### src/rtl/instr_fetch_if.sv
// Fetch-stage bundle: instruction-memory request/response, execute-stage redirect,
// and the decode-facing instruction buffer head.
interface instr_fetch_if;
    logic        imem_req_valid;
    logic [31:0] imem_addr;
    logic        imem_req_ready;
    logic        imem_rvalid;
    logic [31:0] imem_rdata;

    logic        redirect_valid;
    logic [31:0] redirect_pc;

    logic [31:0] Instr;
    logic [31:0] instr_pc;
    logic        instr_valid;
    logic        instr_ready;
    logic        misalign;

    modport master (
        output imem_req_valid, imem_addr, Instr, instr_pc, instr_valid, misalign,
        input  imem_req_ready, imem_rvalid, imem_rdata, redirect_valid, redirect_pc, instr_ready
    );

    modport slave (
        input  imem_req_valid, imem_addr, Instr, instr_pc, instr_valid, misalign,
        output imem_req_ready, imem_rvalid, imem_rdata, redirect_valid, redirect_pc, instr_ready
    );
endinterface

### src/rtl/instr_fetch.sv
// Instruction fetch: one request in flight, DEPTH-entry {instr, pc} buffer toward decode.
// Latency: head valid the cycle after the memory response; peak one instruction per 2 cycles.
// Backpressure: instr_ready low fills the buffer, then imem_req_valid stays low until space frees.
module instr_fetch #(
    parameter logic [31:0] RESET_PC = 32'h00000000,
    parameter int          DEPTH    = 2
) (
    input  logic          clk,
    input  logic          rst,
    instr_fetch_if.master bus
);

    localparam int              PW   = (DEPTH == 4) ? 2 : 1;
    localparam int              CW   = PW + 1;
    localparam logic [CW-1:0]   FULL = CW'(DEPTH);

    generate
        if (DEPTH != 2 && DEPTH != 4) begin : g_bad_depth
            $error("instr_fetch: DEPTH must be 2 or 4");
        end
    endgenerate

    typedef struct packed {
        logic [31:0] instr;
        logic [31:0] pc;
    } entry_t;

    entry_t          buf_q [DEPTH];
    logic [PW-1:0]   rd_ptr_q;
    logic [PW-1:0]   wr_ptr_q;
    logic [CW-1:0]   count_q;

    // PCs are word aligned, so only bits [31:2] are stored.
    logic [29:0]     pc_q;
    logic [29:0]     inflight_pc_q;
    logic            outstanding_q;
    logic            drop_q;
    logic            misalign_q;

    logic            req_vld;
    logic            accept;
    logic            resp;
    logic            push;
    logic            pop;
    logic            head_vld;

    assign head_vld = (count_q != '0);
    assign req_vld  = ~rst & ~bus.redirect_valid & ~outstanding_q & (count_q < FULL);
    assign accept   = req_vld & bus.imem_req_ready;
    assign resp     = bus.imem_rvalid & outstanding_q;
    // Redirect outranks both response and pop: neither touches the buffer that cycle.
    assign push     = resp & ~drop_q & ~bus.redirect_valid;
    assign pop      = head_vld & bus.instr_ready & ~bus.redirect_valid;

    assign bus.imem_req_valid = req_vld;
    assign bus.imem_addr      = {pc_q, 2'b00};
    assign bus.instr_valid    = head_vld & ~rst;
    assign bus.Instr          = buf_q[rd_ptr_q].instr;
    assign bus.instr_pc       = buf_q[rd_ptr_q].pc;
    assign bus.misalign       = misalign_q;

    always_ff @(posedge clk) begin
        if (rst) begin
            pc_q          <= RESET_PC[31:2];
            inflight_pc_q <= '0;
            outstanding_q <= 1'b0;
            drop_q        <= 1'b0;
            misalign_q    <= 1'b0;
            count_q       <= '0;
            rd_ptr_q      <= '0;
            wr_ptr_q      <= '0;
        end else begin
            misalign_q <= bus.redirect_valid & (|bus.redirect_pc[1:0]);
            if (bus.redirect_valid) begin
                pc_q     <= bus.redirect_pc[31:2];
                count_q  <= '0;
                rd_ptr_q <= '0;
                wr_ptr_q <= '0;
                // An in-flight request not answered this cycle must be discarded later.
                outstanding_q <= outstanding_q & ~bus.imem_rvalid;
                drop_q        <= outstanding_q & ~bus.imem_rvalid;
            end else begin
                if (accept) begin
                    pc_q          <= pc_q + 30'd1;
                    inflight_pc_q <= pc_q;
                    outstanding_q <= 1'b1;
                end else if (resp) begin
                    outstanding_q <= 1'b0;
                    drop_q        <= 1'b0;
                end
                if (push) begin
                    wr_ptr_q <= wr_ptr_q + 1'b1;
                end
                if (pop) begin
                    rd_ptr_q <= rd_ptr_q + 1'b1;
                end
                case ({push, pop})
                    2'b10:   count_q <= count_q + 1'b1;
                    2'b01:   count_q <= count_q - 1'b1;
                    default: count_q <= count_q;
                endcase
            end
        end
    end

    always_ff @(posedge clk) begin
        if (push) begin
            buf_q[wr_ptr_q] <= '{instr: bus.imem_rdata, pc: {inflight_pc_q, 2'b00}};
        end
    end

endmodule

### src/flat_wrapper.sv
// flat-port wrapper written by rule: the top's interface ports become plain ports
module instr_fetch_flat 
#(
    parameter logic [31:0] RESET_PC = 32'h00000000,
    parameter int          DEPTH    = 2
)
  (clk, rst, bus_imem_req_valid, bus_imem_addr, bus_Instr, bus_instr_pc, bus_instr_valid, bus_misalign, bus_imem_req_ready, bus_imem_rvalid, bus_imem_rdata, bus_redirect_valid, bus_redirect_pc, bus_instr_ready);
  instr_fetch_if bus_i ();
  input  logic clk;
  input  logic rst;
  output wire logic [$bits(bus_i.imem_req_valid)-1:0] bus_imem_req_valid;
  output wire logic [$bits(bus_i.imem_addr)-1:0] bus_imem_addr;
  output wire logic [$bits(bus_i.Instr)-1:0] bus_Instr;
  output wire logic [$bits(bus_i.instr_pc)-1:0] bus_instr_pc;
  output wire logic [$bits(bus_i.instr_valid)-1:0] bus_instr_valid;
  output wire logic [$bits(bus_i.misalign)-1:0] bus_misalign;
  input wire logic [$bits(bus_i.imem_req_ready)-1:0] bus_imem_req_ready;
  input wire logic [$bits(bus_i.imem_rvalid)-1:0] bus_imem_rvalid;
  input wire logic [$bits(bus_i.imem_rdata)-1:0] bus_imem_rdata;
  input wire logic [$bits(bus_i.redirect_valid)-1:0] bus_redirect_valid;
  input wire logic [$bits(bus_i.redirect_pc)-1:0] bus_redirect_pc;
  input wire logic [$bits(bus_i.instr_ready)-1:0] bus_instr_ready;
  assign bus_imem_req_valid = bus_i.imem_req_valid;
  assign bus_imem_addr = bus_i.imem_addr;
  assign bus_Instr = bus_i.Instr;
  assign bus_instr_pc = bus_i.instr_pc;
  assign bus_instr_valid = bus_i.instr_valid;
  assign bus_misalign = bus_i.misalign;
  assign bus_i.imem_req_ready = bus_imem_req_ready;
  assign bus_i.imem_rvalid = bus_imem_rvalid;
  assign bus_i.imem_rdata = bus_imem_rdata;
  assign bus_i.redirect_valid = bus_redirect_valid;
  assign bus_i.redirect_pc = bus_redirect_pc;
  assign bus_i.instr_ready = bus_instr_ready;
  instr_fetch #(.RESET_PC(RESET_PC), .DEPTH(DEPTH)) u_core (.clk(clk), .rst(rst), .bus(bus_i));
endmodule
### config.mk
export PLATFORM = sky130hd
export DESIGN_NAME = instr_fetch_flat
export DESIGN_NICKNAME = d
export VERILOG_FILES = /design/src/rtl/instr_fetch_if.sv /design/src/rtl/instr_fetch.sv /design/src/flat_wrapper.sv
export SDC_FILE = /design/constraint.sdc
export NUM_CORES = 1
export LEC_CHECK = 0
export ABC_AREA = 1
export CORE_ASPECT_RATIO = 1.4
export CORE_MARGIN = 3
export CORE_UTILIZATION = 63
export CTS_CLUSTER_DIAMETER = 120
export DETAILED_ROUTE_END_ITERATION = 8
export DONT_BUFFER_PORTS = 1
export GPL_TIMING_DRIVEN = 0
export HOLD_SLACK_MARGIN = 0.05
export PLACE_DENSITY = 0.84
export SYNTH_ARGS = -nofsm -noshare
export SYNTH_HDL_FRONTEND = slang
export SYNTH_SLANG_ARGS = --single-unit
### constraint.sdc
create_clock -name clk -period 6.05 [get_ports clk]
set_clock_uncertainty 0.05 [all_clocks]
set_input_delay 1.21 -clock clk [delete_from_list [all_inputs] [get_ports clk]]
set_output_delay 1.21 -clock clk [all_outputs]
set_load 0.005 [all_outputs]
==> flow_metrics.tcl <==
set metrics [dict create \
    dieArea_mm2 0.01425 \
    synth_edf_count 124 \
    syn_area_per_cell_um2 11.33 \
    first_iter_violations 274 \
    antenna_left 0 \
    htreeDepth 4 \
    synth_cells 714 \
    mostFrequentLayoutCell "edfxtp_1" \
    final_nets 810 \
    seq_area_frac_synth_pct 62.86 \
    max_freq_ghz 0.3031 \
    ys_ff_latch 192 \
    required_ns 4.79 \
    cts_tree "yes" \
    critical_path_peak_fanout 10 \
    worst_setup_path_start_kind "input pin" \
    tightest_slew_ns 0.9411 \
    vdd_drop_max_mv 0.2080 \
    slew_headroom_pct 37.11 \
    reg2reg_to "u_core.buf_q[1][53]" \
    dp_worst_setup_slack_ns 2.734 \
    clk_pin_slew_ns 0.07 \
    tns_ns 0 \
    dieWidth_um 101.8 \
    synth.top_cells.by_area "edfxtp_1 (46%), dfxtp_1 (17%), mux2_2 (8.6%)" \
    dr_total_vias 5255 \
    vias_per_cell 5.832 \
    synth_ff_type "edfxtp_1" \
    p_leak_nw 3.320 \
    syn-cell-area_mm2 0.008089 \
    worstRegToRegCells 5 \
    die_y_um 140.1 \
    gp_congestion 0.9334 \
    dr.pass1.iters 6 \
    period_share_pct 54.54 \
    grt_pass1_vias 5143 \
    drv_cap 0 \
    fp-row-count 48 \
    clk_path_buf_depth 2 \
    final_cell_mix "edfxtp_1 (124), nand2_1 (120), dfxtp_1 (68)" \
    totalWireLength_um 17480 \
    power_density_mw_per_mm2 293.5 \
    cts.sink_count 192 \
    grt_max_degree 33 \
    setup_viol 0 \
    grt_setup_unrepaired "false" \
    crit_arrival_ns 2.04 \
    post_cts_resized 0 \
    clk_latency_ns 0.41 \
    yosys_warnings 0 \
    finalHoldViolations 0 \
    core_area_mm2 0.01243 \
    layout-drive-gt1-share_pct 21.17 \
    async_reset_ff_share_pct 0 \
    finalCriticalPeriod_ns 3.300 \
    rrSetupSlack_ns 3.79 \
    crit_type "input pin to output pin" \
    antenna_found_initial 0 \
    io_pins 169 \
    ctsRootBufferMaster "clkbuf_16" \
    status "finished, final reports clean" \
    slew_viol_final 0 \
    hp-start "u_core.inflight_pc_q[2]" \
    cts_buffers 17 \
    hpwlAfterDp_um 12880 \
    grt.total_usage_pct 24.55 \
    worstHoldPathCells 0 \
    initial_utilization_pct 65.07 \
    endpoint_kind "output pin" \
    n_fill_cell 889 \
    grt_pass1_wl_um 26870 \
    synth_top_area_share_pct 46.03 \
    synth_top_cell_by_area "edfxtp_1" \
    area_delta_synth_final_pct 10.07 \
    synth_cell_types 40 \
    hp-class "flip-flop to flip-flop" \
    routedWlPerCell_um 19.40 \
    r2r-start "u_core.outstanding_q" \
    overflow 0 \
    drc 0 \
    cts_hold_buffers 0 \
    whs_endpoint "u_core.buf_q[0][2]" \
    post_cts_buffers 0 \
    setup_slack_ns 2.750 \
    antenna_cells 0 \
    io_buffers 0 \
]
==> cell families after synthesis <==
| kind of cell | share of synthesized area [%] |
|---|---|
| compound gates | 5.476 |
| xor+xnor | 0.8661 |
| fa+ha+maj | 0.3093 |
| buf+inv | 5.228 |
| flops | 62.86 |
| mux | 8.631 |
| other cells | 0.04636 |
| simple gates | 16.58 |
==> stage by stage <==
stage	hold WS, ns	power (W)	instance area (um^2)	std cells	utilization [%]
CTS	0.4103	0.002624	8904	901	71.62
floorplan	0.3703	0.001552	8100	717	-
global route	0.4248	0.002693	8904	901	71.62
global placement	0.3791	0.001584	8288	867	66.67
detailed placement	0.3906	0.001589	8343	869	67.11
finish	0.4123	0.002614	8904	901	71.62
==> synth_stat cells (all sizes together) (10+ instances only) <==
library cell / count
buf: 29
inv: 54
dfxtp: 68
o21ai: 33
mux2: 62
a21oi: 33
edfxtp: 124
nor2: 68
nand4: 11
nand3: 53
nand2: 129
nor3: 10
==> power by group <==
part	total, W	switching, W	internal (W)
clock network	0.00105	0.000477	0.000574
registers	0.00145	0.0000322	0.00142
logic	0.000112	0.0000734	0.0000388
total	0.00261	0.000583	0.00203
==> metal layers <==
layer,GRT usage [%],up-vias,routed length (um),part of all wire (%)
met5,0,-,0,0
met4,8.754,0,303,1.7
met3,6.776,31,1569,9.0
met2,42.07,237,9045,52
met1,29.34,2475,6558,38
li1,-,2512,-,-
==> worst max path at each step <==
| stage | end | slack, ns | start |
|---|---|---|---|
| 2_1_floorplan | u_core.buf_q[1][0] | 1.25 | bus_redirect_valid |
| 3_3_place_gp | u_core.buf_q[1][51] | 0.17 | bus_redirect_valid |
| 3_5_place_dp | bus_instr_valid | 2.73 | rst |
| 4_1_cts | bus_instr_valid | 2.74 | rst |
| 5_1_grt | bus_instr_valid | 2.72 | rst |
| 6_report | bus_instr_valid | 2.75 | rst |
==> flip-flops by register name, summed over array words and instances, names as in the netlist, named ones only <==
signal and cells:
u_core.pc_q 30, u_core.inflight_pc_q 30, u_core.rd_ptr_q 1, u_core.wr_ptr_q 1
u_core.drop_q 1, u_core.count_q 2, u_core.outstanding_q 1, u_core.buf_q 124
u_core.bus.misalign 1
==> worst max-delay path: stages <==
cell	delay, ns
buf_2	0.21
clkbuf_1	0.48
nor2_1	0.14
==> final cells by class <==
cell class	count	area (um^2)	share of cell area, %
well taps	150	187.7	2.108
repair buffers	2	40.04	0.4497
flip-flops and latches	192	5085	57.11
inverters	56	210.2	2.361
multi-input cells	433	2608	29.29
plain buffers	36	212.7	2.389
clock inverters	14	131.4	1.476
clock buffers	18	429.2	4.820
(Power assumes the default switching activity.)
